==> src/rtl/uart_rx_pkg.sv <==
// Shared types and timing helpers for the UART receive frame controller.
package uart_rx_pkg;

    typedef enum logic [2:0] {
        IDLE   = 3'd0,
        START  = 3'd1,
        DATA   = 3'd2,
        PARITY = 3'd3,
        STOP   = 3'd4
    } rx_state_e;

    // Check point: the sampler's majority window around mid-bit has closed.
    function automatic int cp_of(input int prescale);
        return prescale / 2 + 2;
    endfunction

    function automatic int dp_of(input int prescale);
        return prescale - 1;
    endfunction

endpackage

==> src/rtl/uart_rx_edge_bit_cnt.sv <==
// Oversample edge counter (wraps at the decision point) and frame bit counter.
module uart_rx_edge_bit_cnt
    import uart_rx_pkg::*;
#(
    parameter int PRESCALE = 8,
    parameter int BIT_W    = 4
) (
    input  logic                        clk,
    input  logic                        rst,
    input  logic                        edge_clr,
    input  logic                        edge_run,
    input  logic                        bit_clr,
    input  logic                        bit_inc,
    output logic [$clog2(PRESCALE)-1:0] edge_cnt,
    output logic [BIT_W-1:0]            bit_cnt,
    output logic                        edge_at_dp
);

    localparam int EW = $clog2(PRESCALE);
    localparam logic [EW-1:0] DP = EW'(dp_of(PRESCALE));

    logic [EW-1:0]    edge_cnt_q, edge_cnt_d;
    logic [BIT_W-1:0] bit_cnt_q, bit_cnt_d;

    assign edge_at_dp = (edge_cnt_q == DP);

    always_comb begin
        edge_cnt_d = edge_cnt_q;
        if (edge_clr) begin
            edge_cnt_d = '0;
        end else if (edge_run) begin
            edge_cnt_d = edge_at_dp ? '0 : edge_cnt_q + EW'(1);
        end

        bit_cnt_d = bit_cnt_q;
        if (bit_clr) begin
            bit_cnt_d = '0;
        end else if (bit_inc) begin
            bit_cnt_d = bit_cnt_q + BIT_W'(1);
        end
    end

    always_ff @(posedge clk) begin
        if (rst) begin
            edge_cnt_q <= '0;
            bit_cnt_q  <= '0;
        end else begin
            edge_cnt_q <= edge_cnt_d;
            bit_cnt_q  <= bit_cnt_d;
        end
    end

    assign edge_cnt = edge_cnt_q;
    assign bit_cnt  = bit_cnt_q;

endmodule

==> src/rtl/uart_rx_ctrl.sv <==
// UART receive frame sequencer: bit-slot FSM, mid-bit check pulses, frame verdict.
// Optional UART_RX_ERR_CNT_EN adds a saturating frame-error counter (err_cnt/err_clr).
//
// state  | meaning
// IDLE   | line idle, waiting for a falling edge
// START  | start bit slot, start check at CP, glitch abort at DP
// DATA   | data bit slots, LSB first, shift pulse at CP
// PARITY | parity bit slot, verdict latched at DP
// STOP   | stop bit slot, frame verdict at DP
module uart_rx_ctrl
    import uart_rx_pkg::*;
#(
    parameter int PRESCALE   = 8,
    parameter int DATA_WIDTH = 8
) (
    input  logic                        clk,
    input  logic                        rst,
    input  logic                        rx_in,
    input  logic                        par_en,
    input  logic                        strt_glitch,
    input  logic                        par_err,
    input  logic                        stp_err,
    output logic                        sample_en,
    output logic [$clog2(PRESCALE)-1:0] edge_cnt,
    output logic                        strt_chk_en,
    output logic                        deser_en,
    output logic                        par_chk_en,
    output logic                        stp_chk_en,
    output logic                        data_valid,
    output logic                        frame_err
`ifdef UART_RX_ERR_CNT_EN
    ,
    output logic [7:0]                  err_cnt,
    input  logic                        err_clr
`endif
);

    localparam int EW = $clog2(PRESCALE);
    localparam int BW = $clog2(DATA_WIDTH) + 1;
    // Pulses are registered, so they are decoded one edge early to land on CP.
    localparam logic [EW-1:0] CP_PRE   = EW'(cp_of(PRESCALE) - 1);
    localparam logic [BW-1:0] LAST_BIT = BW'(DATA_WIDTH - 1);

    rx_state_e state_q, state_d;
    logic par_en_q, par_en_d;
    logic par_err_q, par_err_d;
    logic sample_en_q, sample_en_d;
    logic strt_chk_en_q, strt_chk_en_d;
    logic deser_en_q, deser_en_d;
    logic par_chk_en_q, par_chk_en_d;
    logic stp_chk_en_q, stp_chk_en_d;
    logic data_valid_q, data_valid_d;
    logic frame_err_q, frame_err_d;

    logic [EW-1:0] edge_cnt_w;
    logic [BW-1:0] bit_cnt_w;
    logic          at_dp;
    logic          at_cp_pre;

    uart_rx_edge_bit_cnt #(
        .PRESCALE(PRESCALE),
        .BIT_W   (BW)
    ) u_cnt (
        .clk       (clk),
        .rst       (rst),
        .edge_clr  (state_q == IDLE),
        .edge_run  (state_q != IDLE),
        .bit_clr   (state_q == START),
        .bit_inc   ((state_q == DATA) && at_dp),
        .edge_cnt  (edge_cnt_w),
        .bit_cnt   (bit_cnt_w),
        .edge_at_dp(at_dp)
    );

    assign at_cp_pre = (edge_cnt_w == CP_PRE);

    always_comb begin
        state_d       = state_q;
        par_en_d      = par_en_q;
        par_err_d     = par_err_q;
        strt_chk_en_d = 1'b0;
        deser_en_d    = 1'b0;
        par_chk_en_d  = 1'b0;
        stp_chk_en_d  = 1'b0;
        data_valid_d  = 1'b0;
        frame_err_d   = 1'b0;
        case (state_q)
            IDLE: begin
                if (!rx_in) begin
                    state_d   = START;
                    par_en_d  = par_en;
                    par_err_d = 1'b0;
                end
            end
            START: begin
                strt_chk_en_d = at_cp_pre;
                if (at_dp) state_d = strt_glitch ? IDLE : DATA;
            end
            DATA: begin
                deser_en_d = at_cp_pre;
                if (at_dp && (bit_cnt_w == LAST_BIT)) state_d = par_en_q ? PARITY : STOP;
            end
            PARITY: begin
                par_chk_en_d = at_cp_pre;
                if (at_dp) begin
                    par_err_d = par_err;
                    state_d   = STOP;
                end
            end
            STOP: begin
                stp_chk_en_d = at_cp_pre;
                if (at_dp) begin
                    frame_err_d  = par_err_q | stp_err;
                    data_valid_d = ~(par_err_q | stp_err);
                    if (!rx_in) begin
                        state_d   = START;
                        par_err_d = 1'b0;
                    end else begin
                        state_d = IDLE;
                    end
                end
            end
            default: state_d = IDLE;
        endcase
        sample_en_d = (state_d != IDLE);
    end

    always_ff @(posedge clk) begin
        if (rst) begin
            state_q       <= IDLE;
            par_en_q      <= 1'b0;
            par_err_q     <= 1'b0;
            sample_en_q   <= 1'b0;
            strt_chk_en_q <= 1'b0;
            deser_en_q    <= 1'b0;
            par_chk_en_q  <= 1'b0;
            stp_chk_en_q  <= 1'b0;
            data_valid_q  <= 1'b0;
            frame_err_q   <= 1'b0;
        end else begin
            state_q       <= state_d;
            par_en_q      <= par_en_d;
            par_err_q     <= par_err_d;
            sample_en_q   <= sample_en_d;
            strt_chk_en_q <= strt_chk_en_d;
            deser_en_q    <= deser_en_d;
            par_chk_en_q  <= par_chk_en_d;
            stp_chk_en_q  <= stp_chk_en_d;
            data_valid_q  <= data_valid_d;
            frame_err_q   <= frame_err_d;
        end
    end

`ifdef UART_RX_ERR_CNT_EN
    logic [7:0] err_cnt_q, err_cnt_d;

    always_comb begin
        err_cnt_d = err_cnt_q;
        if (err_clr) begin
            err_cnt_d = '0;
        end else if (frame_err_q && (err_cnt_q != 8'hFF)) begin
            err_cnt_d = err_cnt_q + 8'd1;
        end
    end

    always_ff @(posedge clk) begin
        if (rst) err_cnt_q <= '0;
        else     err_cnt_q <= err_cnt_d;
    end

    assign err_cnt = err_cnt_q;
`endif

    assign sample_en   = sample_en_q;
    assign edge_cnt    = edge_cnt_w;
    assign strt_chk_en = strt_chk_en_q;
    assign deser_en    = deser_en_q;
    assign par_chk_en  = par_chk_en_q;
    assign stp_chk_en  = stp_chk_en_q;
    assign data_valid  = data_valid_q;
    assign frame_err   = frame_err_q;

endmodule

==> config.mk <==
export PLATFORM = sky130hd
export DESIGN_NAME = uart_rx_ctrl
export DESIGN_NICKNAME = d
export VERILOG_FILES = /design/src/rtl/uart_rx_pkg.sv /design/src/rtl/uart_rx_edge_bit_cnt.sv /design/src/rtl/uart_rx_ctrl.sv
export SDC_FILE = /design/constraint.sdc
export NUM_CORES = 1
export LEC_CHECK = 0
export ABC_AREA = 1
export CORE_MARGIN = 2
export CORE_UTILIZATION = 49
export DETAILED_ROUTE_END_ITERATION = 6
export PLACE_DENSITY = 0.76
export SKIP_LAST_GASP = 1
export SLEW_MARGIN = 25
export SYNTH_ARGS = -nofsm -noshare
export SYNTH_HDL_FRONTEND = slang
export SYNTH_HIERARCHICAL = 1
export SYNTH_SLANG_ARGS = --single-unit
==> constraint.sdc <==
create_clock -name clk -period 1.9 [get_ports clk]
set_input_delay 0.38 -clock clk [delete_from_list [all_inputs] [get_ports clk]]
set_output_delay 0.38 -clock clk [all_outputs]
set_load 0.005 [all_outputs]
==> run summary, run 1 <==
RSZ-0062 raised after global routing: false
Final GP Congestion: 0.834
Top Family by Delay on Critical Path: buffers and inverters
gr usage total: 0.182
dpl ws: 0.313 ns
Static Leak: 0.498 nW
Sum Neg Setup Slack: 0 ns
YS warnings: 6
first-pass GRT wire length: 2.83 mm
Synth-to-Final Area Change: 25.0%
max reg flops: 4
sequential cell area: 380 µm²
Final setup viols: 0
initial antenna violation count: 0
main combinational cell family by area after synthesis: simple AND/OR/NAND/NOR gates
xor/xnor share of the synthesized area: 0
crit end category: output pin
Max-cap violations: 0
hold violation count in the final report: 0
CTS resizes: 0
port bufs: 16
CTS Hold Bufs: 0
core area: 1710 µm²
sequential-to-total area share from yosys stat: 0.431
Least-Margin Pin Slew: 0.395 ns
DP HPWL: 1.34 mm
Period minus WS final: 1.61 ns
worst min path class: flip-flop to flip-flop
post-layout util: 0.645
Area after DPL: 1080 µm²
area of the mapped netlist: 882 µm²
number of setup buffers added after CTS: 0
Adder-Cell Fraction of Synth Area: 0.0426
clk root buf: clkbuf_4
Finished Layout Cells: 173
CP max FO: 5
FP Rows: 15
wirelength, routed: 1.70 mm
Layout fillers: 156
Clk Latency, worst-skew pair: 0.29 ns
WL per Instance: 9.80 µm
Clock Skews: 0.00117 ns
layout net count: 159
met2 Resource Use GR: 0.292
Final Max Slew Viols: 0
# clock sinks: 19
placed cell count: 169
slowest cell delay on critical path: 0.53 ns
worst path buffer plus inverter count: 1
fin crit share: 0.847
ANT nets after route: 0
syn nets: 138
M1 GR Usage: 0.252
compound-gate portion of the synthesized area: 0.0652
Pwr per Cell Area: 614 nW/µm²
FF+latch count, synth: 19
CTS tree: built
Setup WS post-layout: 0.290 ns
DR vias: 807
CTS Buf Count: 3
GRT overflow: 0
CTS Buffer Depth: 2
Initial Utilization: 0.516
Top Ports: 17
H-tree level count: 1
mux cell area share after synthesis: 0
Die H: 46.4 µm
DRT iter0 DRCs: 17
layout cells sized above 1: 0.0676
max_slew headroom: 0.736
status: finished, final reports clean
Slowest cell on crit path: clkdlybuf4s50_1
Fmax: 621 MHz
worst-path cell chain: clkdlybuf4s50_1
GR peak layer: met2
worst vdd ir: 0.000483 V
critical path startpoint category: flip-flop
Die W: 46.4 µm
Synth Area in Simple Gates: 0.357
clk slew on worst S/H paths: 0.10 ns
library cells used by synthesis: 18
synthesized netlist cell count: 128
vias per cell: 4.66
WP data arrival: 1.23 ns
fin area: 1100 µm²
Post-Syn Area per Cell: 6.89 µm²
drt drc: 0
die area: 2160 µm²
GR Util met3: 0.0275
diode count: 0
Pre-antenna DRT Iters: 5
largest net degree at the start of global routing: 11
CP Class: flip-flop to output pin
vias in the first global route: 677
footprint of the multi-input gates: 410 µm²
worst path required time: 1.52 ns
==> placed cells by master (no fill, tap or decap) <==
| master | count |
|---|---|
| a21oi_1 | 6 |
| inv_2 | 2 |
| nand2_1 | 26 |
| inv_1 | 21 |
| dfxtp_1 | 19 |
| nor3_1 | 2 |
| nor3_2 | 1 |
| clkdlybuf4s50_1 | 16 |
| nand3_1 | 12 |
| a21boi_0 | 1 |
| clkbuf_1 | 1 |
| nor2_4 | 1 |
| nor2_1 | 22 |
| ha_1 | 3 |
| nor2_2 | 1 |
| nand2_2 | 1 |
| nand4_1 | 4 |
| clkbuf_4 | 3 |
| or2_0 | 1 |
| o21ai_0 | 4 |
| buf_4 | 1 |
==> kinds of logic (layout without fill, tap and decap cells) <==
logic type      Yosys count  count (layout)
compound gates           11              11
fa+ha+maj                 3               3
buf+inv                  24              44
flops                    19              19
simple gates             71              71
==> through the flow <==
| step | total power, mW | hold slack (ns) |
|---|---|---|
| finish | 0.677 | 0.459 |
| global route | 0.714 | 0.486 |
| CTS | 0.685 | 0.461 |
| detailed placement | 0.486 | 0.446 |
| global placement | 0.484 | 0.440 |
| floorplan | 0.458 | 0.421 |
==> power breakdown <==
part	leakage [nW]	internal, mW	switching, mW
Combinational	0.329	0.0315	0.0332
Clock	0.0150	0.0817	0.118
Sequential	0.154	0.405	0.00797
Total	0.498	0.518	0.159
==> metal layers <==
| layer | up-vias | wire [µm] |
|---|---|---|
| li1 | 441 | - |
| met1 | 343 | 861 |
| met2 | 21 | 759 |
| met3 | 2 | 53 |
| met4 | 0 | 21 |
| met5 | - | 0 |
==> cells in the mapped netlist <==
cell type	count	area share
or2_0	1	0.0071
nor2_2	1	0.0071
dfxtp_1	19	0.43
inv_2	2	0.0085
a21boi_0	1	0.0085
nor3_2	1	0.011
nor2_4	1	0.013
o21ai_0	4	0.023
clkbuf_2	1	0.0057
inv_1	21	0.089
a21oi_1	6	0.034
nand2_2	1	0.0071
nand2_1	26	0.11
nor2_1	22	0.094
nor3_1	2	0.011
nand3_1	12	0.068
nand4_1	4	0.028
ha_1	3	0.043
==> worst paths after layout <==
check	startpoint	to	slack (ns)	cells after the start
max	u_cnt/edge_cnt[0]	edge_cnt[0]	0.29	1
min	par_err_q	data_valid	0.46	1
max reg2reg	u_cnt/edge_cnt[0]	u_cnt/bit_cnt[3]	0.30	9
min reg2reg	par_err_q	data_valid	0.46	1
==> cell type report <==
type / count / share of cell area
multi-input cells: 85 / 0.372
clock buffers: 4 / 0.0238
inverters: 23 / 0.0783
well taps: 25 / 0.0284
flip-flops and latches: 19 / 0.345
repair buffers: 17 / 0.152
No activity file was read; power rests on OpenSTA's default activity.
==> run 2, diff against run 1 <==
--- a/config.mk
+++ b/config.mk
@@ -7,9 +7,9 @@
 export LEC_CHECK = 0
 export ABC_AREA = 1
 export CORE_MARGIN = 2
-export CORE_UTILIZATION = 49
+export CORE_UTILIZATION = 44
 export DETAILED_ROUTE_END_ITERATION = 6
-export PLACE_DENSITY = 0.76
+export PLACE_DENSITY = 0.72
 export SKIP_LAST_GASP = 1
 export SLEW_MARGIN = 25
 export SYNTH_ARGS = -nofsm -noshare
==> constraint.sdc (replaced) <==
create_clock -name clk -period 1.4 [get_ports clk]
set_input_delay 0.28 -clock clk [delete_from_list [all_inputs] [get_ports clk]]
set_output_delay 0.28 -clock clk [all_outputs]
set_load 0.005 [all_outputs]
==> run 2 against run 1 <==
  * The flow now finishes with violations (negative setup slack)
  * Global-route usage shrank 1.0 points
  * Design area grew 16%
  * Count of clock-buffer cells in the layout shrank 1
  * Flip-flop and latch count is the same
  * Critical path depth grew 9
  * Combinational power grew 58%
  * Hold slack gained 0.017 ns
  * Non-clock buffer count grew 13
  * Cell count grew 8.7%
==> run summary, run 2 (synthesis results as in run 1) <==
Pwr per Cell Area: 732 nW/µm² (was 614 nW/µm²)
diode count: 0 (unchanged)
DRT iter0 DRCs: 20 (was 17)
core area: 1920 µm² (was 1710 µm²)
Static Leak: 0.684 nW (was 0.498 nW)
post-layout util: 0.666 (was 0.645)
WP data arrival: 1.68 ns (was 1.23 ns)
# clock sinks: 19 (unchanged)
Fmax: 679 MHz
worst vdd ir: 0.000599 V (was 0.000483 V)
Top Ports: 17 (unchanged)
ANT nets after route: 0 (unchanged)
Least-Margin Pin Slew: 0.283 ns (was 0.395 ns)
Clock Skews: 0.00688 ns (was 0.00117 ns)
wirelength, routed: 2.12 mm (was 1.70 mm)
worst-path cell chain: ha_4 -> ha_4 -> buf_6 -> or2_0 -> nand2_1 -> nand2_1 -> inv_1 -> nand2_1 -> nand2_2 -> nand3_2 (was clkdlybuf4s50_1)
Sum Neg Setup Slack: -0.130 ns (was 0 ns)
Clk Latency, worst-skew pair: 0.30 ns (was 0.29 ns)
gr usage total: 0.172 (was 0.182)
CTS Hold Bufs: 0 (unchanged)
most common cell after layout, fill and taps aside: nand2_1 (unchanged)
most frequent cells in the layout: nand2_1 (21), inv_1 (19), nor2_1 (19) (was nand2_1 (26), nor2_1 (22), inv_1 (21))
layout net count: 172 (was 159)
largest net degree at the start of global routing: 12 (was 11)
WL per Instance: 11.3 µm (was 9.80 µm)
worst path required time: 1.61 ns (was 1.52 ns)
WHS: 0.476 ns (was 0.459 ns)
CTS Buf Count: 3 (unchanged)
Top Family by Delay on Critical Path: simple AND/OR/NAND/NOR gates (was buffers and inverters)
initial antenna violation count: 0 (unchanged)
slowest cell delay on critical path: 0.37 ns (was 0.53 ns)
RSZ-0062 raised after global routing: true (was false)
critical path startpoint category: flip-flop (unchanged)
FP Rows: 16 (was 15)
H-tree level count: 1 (unchanged)
GRT overflow: 0 (unchanged)
Synth-to-Final Area Change: 45.1% (was 25.0%)
max_slew headroom: 0.811 (was 0.736)
layout cells sized above 1: 0.261 (was 0.0676)
Setup WS post-layout: -0.0726 ns (was 0.290 ns)
DR vias: 920 (was 807)
worst path buffer plus inverter count: 2 (was 1)
vias in the first global route: 798 (was 677)
CP max FO: 4 (was 5)
worst min path class: flip-flop to flip-flop (unchanged)
worst reg2reg setup slack: -0.07 ns (was 0.30 ns)
Die H: 48.8 µm (was 46.4 µm)
fin crit share: 1.05
Die W: 48.8 µm (was 46.4 µm)
crit end category: flip-flop (was output pin)
Period minus WS final: 1.47 ns
total power: 0.937 mW (was 0.677 mW)
Final Max Slew Viols: 0 (unchanged)
hold violation count in the final report: 0 (unchanged)
Slowest cell on crit path: dfxtp_4 (was clkdlybuf4s50_1)
Pre-antenna DRT Iters: 4 (was 5)
Max-cap violations: 0 (unchanged)
CP Class: flip-flop to flip-flop (was flip-flop to output pin)
Final GP Congestion: 0.840 (was 0.834)
status: finished with violations (was finished, final reports clean)
sequential cell area: 392 µm² (was 380 µm²)
port bufs: 16 (unchanged)
failing checks: negative setup slack
CTS tree: built (unchanged)
dpl ws: 0.0209 ns (was 0.313 ns)
footprint of the multi-input gates: 465 µm² (was 410 µm²)
Final setup viols: 2 (was 0)
DP HPWL: 1.50 mm (was 1.34 mm)
clk slew on worst S/H paths: 0.11 ns (was 0.10 ns)
drt drc: 0 (unchanged)
first-pass GRT wire length: 3.23 mm (was 2.83 mm)
max reg flops: 4 (unchanged)
die area: 2380 µm² (was 2160 µm²)
Layout fillers: 187 (was 156)
most frequent CP cell: nand2_1
clk root buf: clkbuf_4 (unchanged)
Initial Utilization: 0.459 (was 0.516)
CTS Buffer Depth: 2 (unchanged)
vias per cell: 4.89 (was 4.66)
run 2: what timing repair did:
| item | CTS | global route |
|---|---|---|
| gates resized for setup | 7 | 22 |
| cloned | 0 | 0 |
| setup buffers | 2 | 6 |
| pin swaps | 0 | 8 |
| setup endpoints to repair | 6 | 15 |
run 2: worst reg2reg max path, delay by kind of cell, from the launching register on:
kind	cells	cell delay [ns]
fa+ha+maj	2	0.33
simple gates	6	0.51
flops	1	0.37
buf+inv	2	0.17
run 2: path summary, 6_finish.rpt:
path,from,to,cells past startpoint
max reg2reg,u_cnt/edge_cnt[1],sample_en,10
max,u_cnt/edge_cnt[1],sample_en,10
min,par_err_q,data_valid,1
min reg2reg,par_err_q,data_valid,1
run 2: power breakdown:
group	leakage (nW)	internal [mW]	switching (mW)	total [mW]
combinational	0.510	0.0489	0.0528	0.102
clock	0.0177	0.106	0.171	0.277
sequential	0.157	0.548	0.0112	0.559
run 2: routing by layer:
layer / GRT usage / vias to the layer above / wire [µm]
li1: - / 464 / -
met1: 0.213 / 410 / 918
met2: 0.297 / 37 / 1030
met3: 0.0276 / 9 / 110
met4: 0.0714 / 0 / 57
met5: 0 / - / 0
run 2: area by class of cell:
class | count | share of cell area
clock buffers | 3 | 0.0176
clock inverters | 1 | 0.00391
inverters | 23 | 0.0674
multi-input cells | 85 | 0.364
flip-flops and latches | 19 | 0.306
well taps | 27 | 0.0264
repair buffers | 30 | 0.215
run 2: metrics by stage:
step                area, µm²  instances
finish                   1280        188
global route             1280        188
detailed placement       1160        177
CTS                      1200        183
floorplan                 926        128
global placement         1160        177
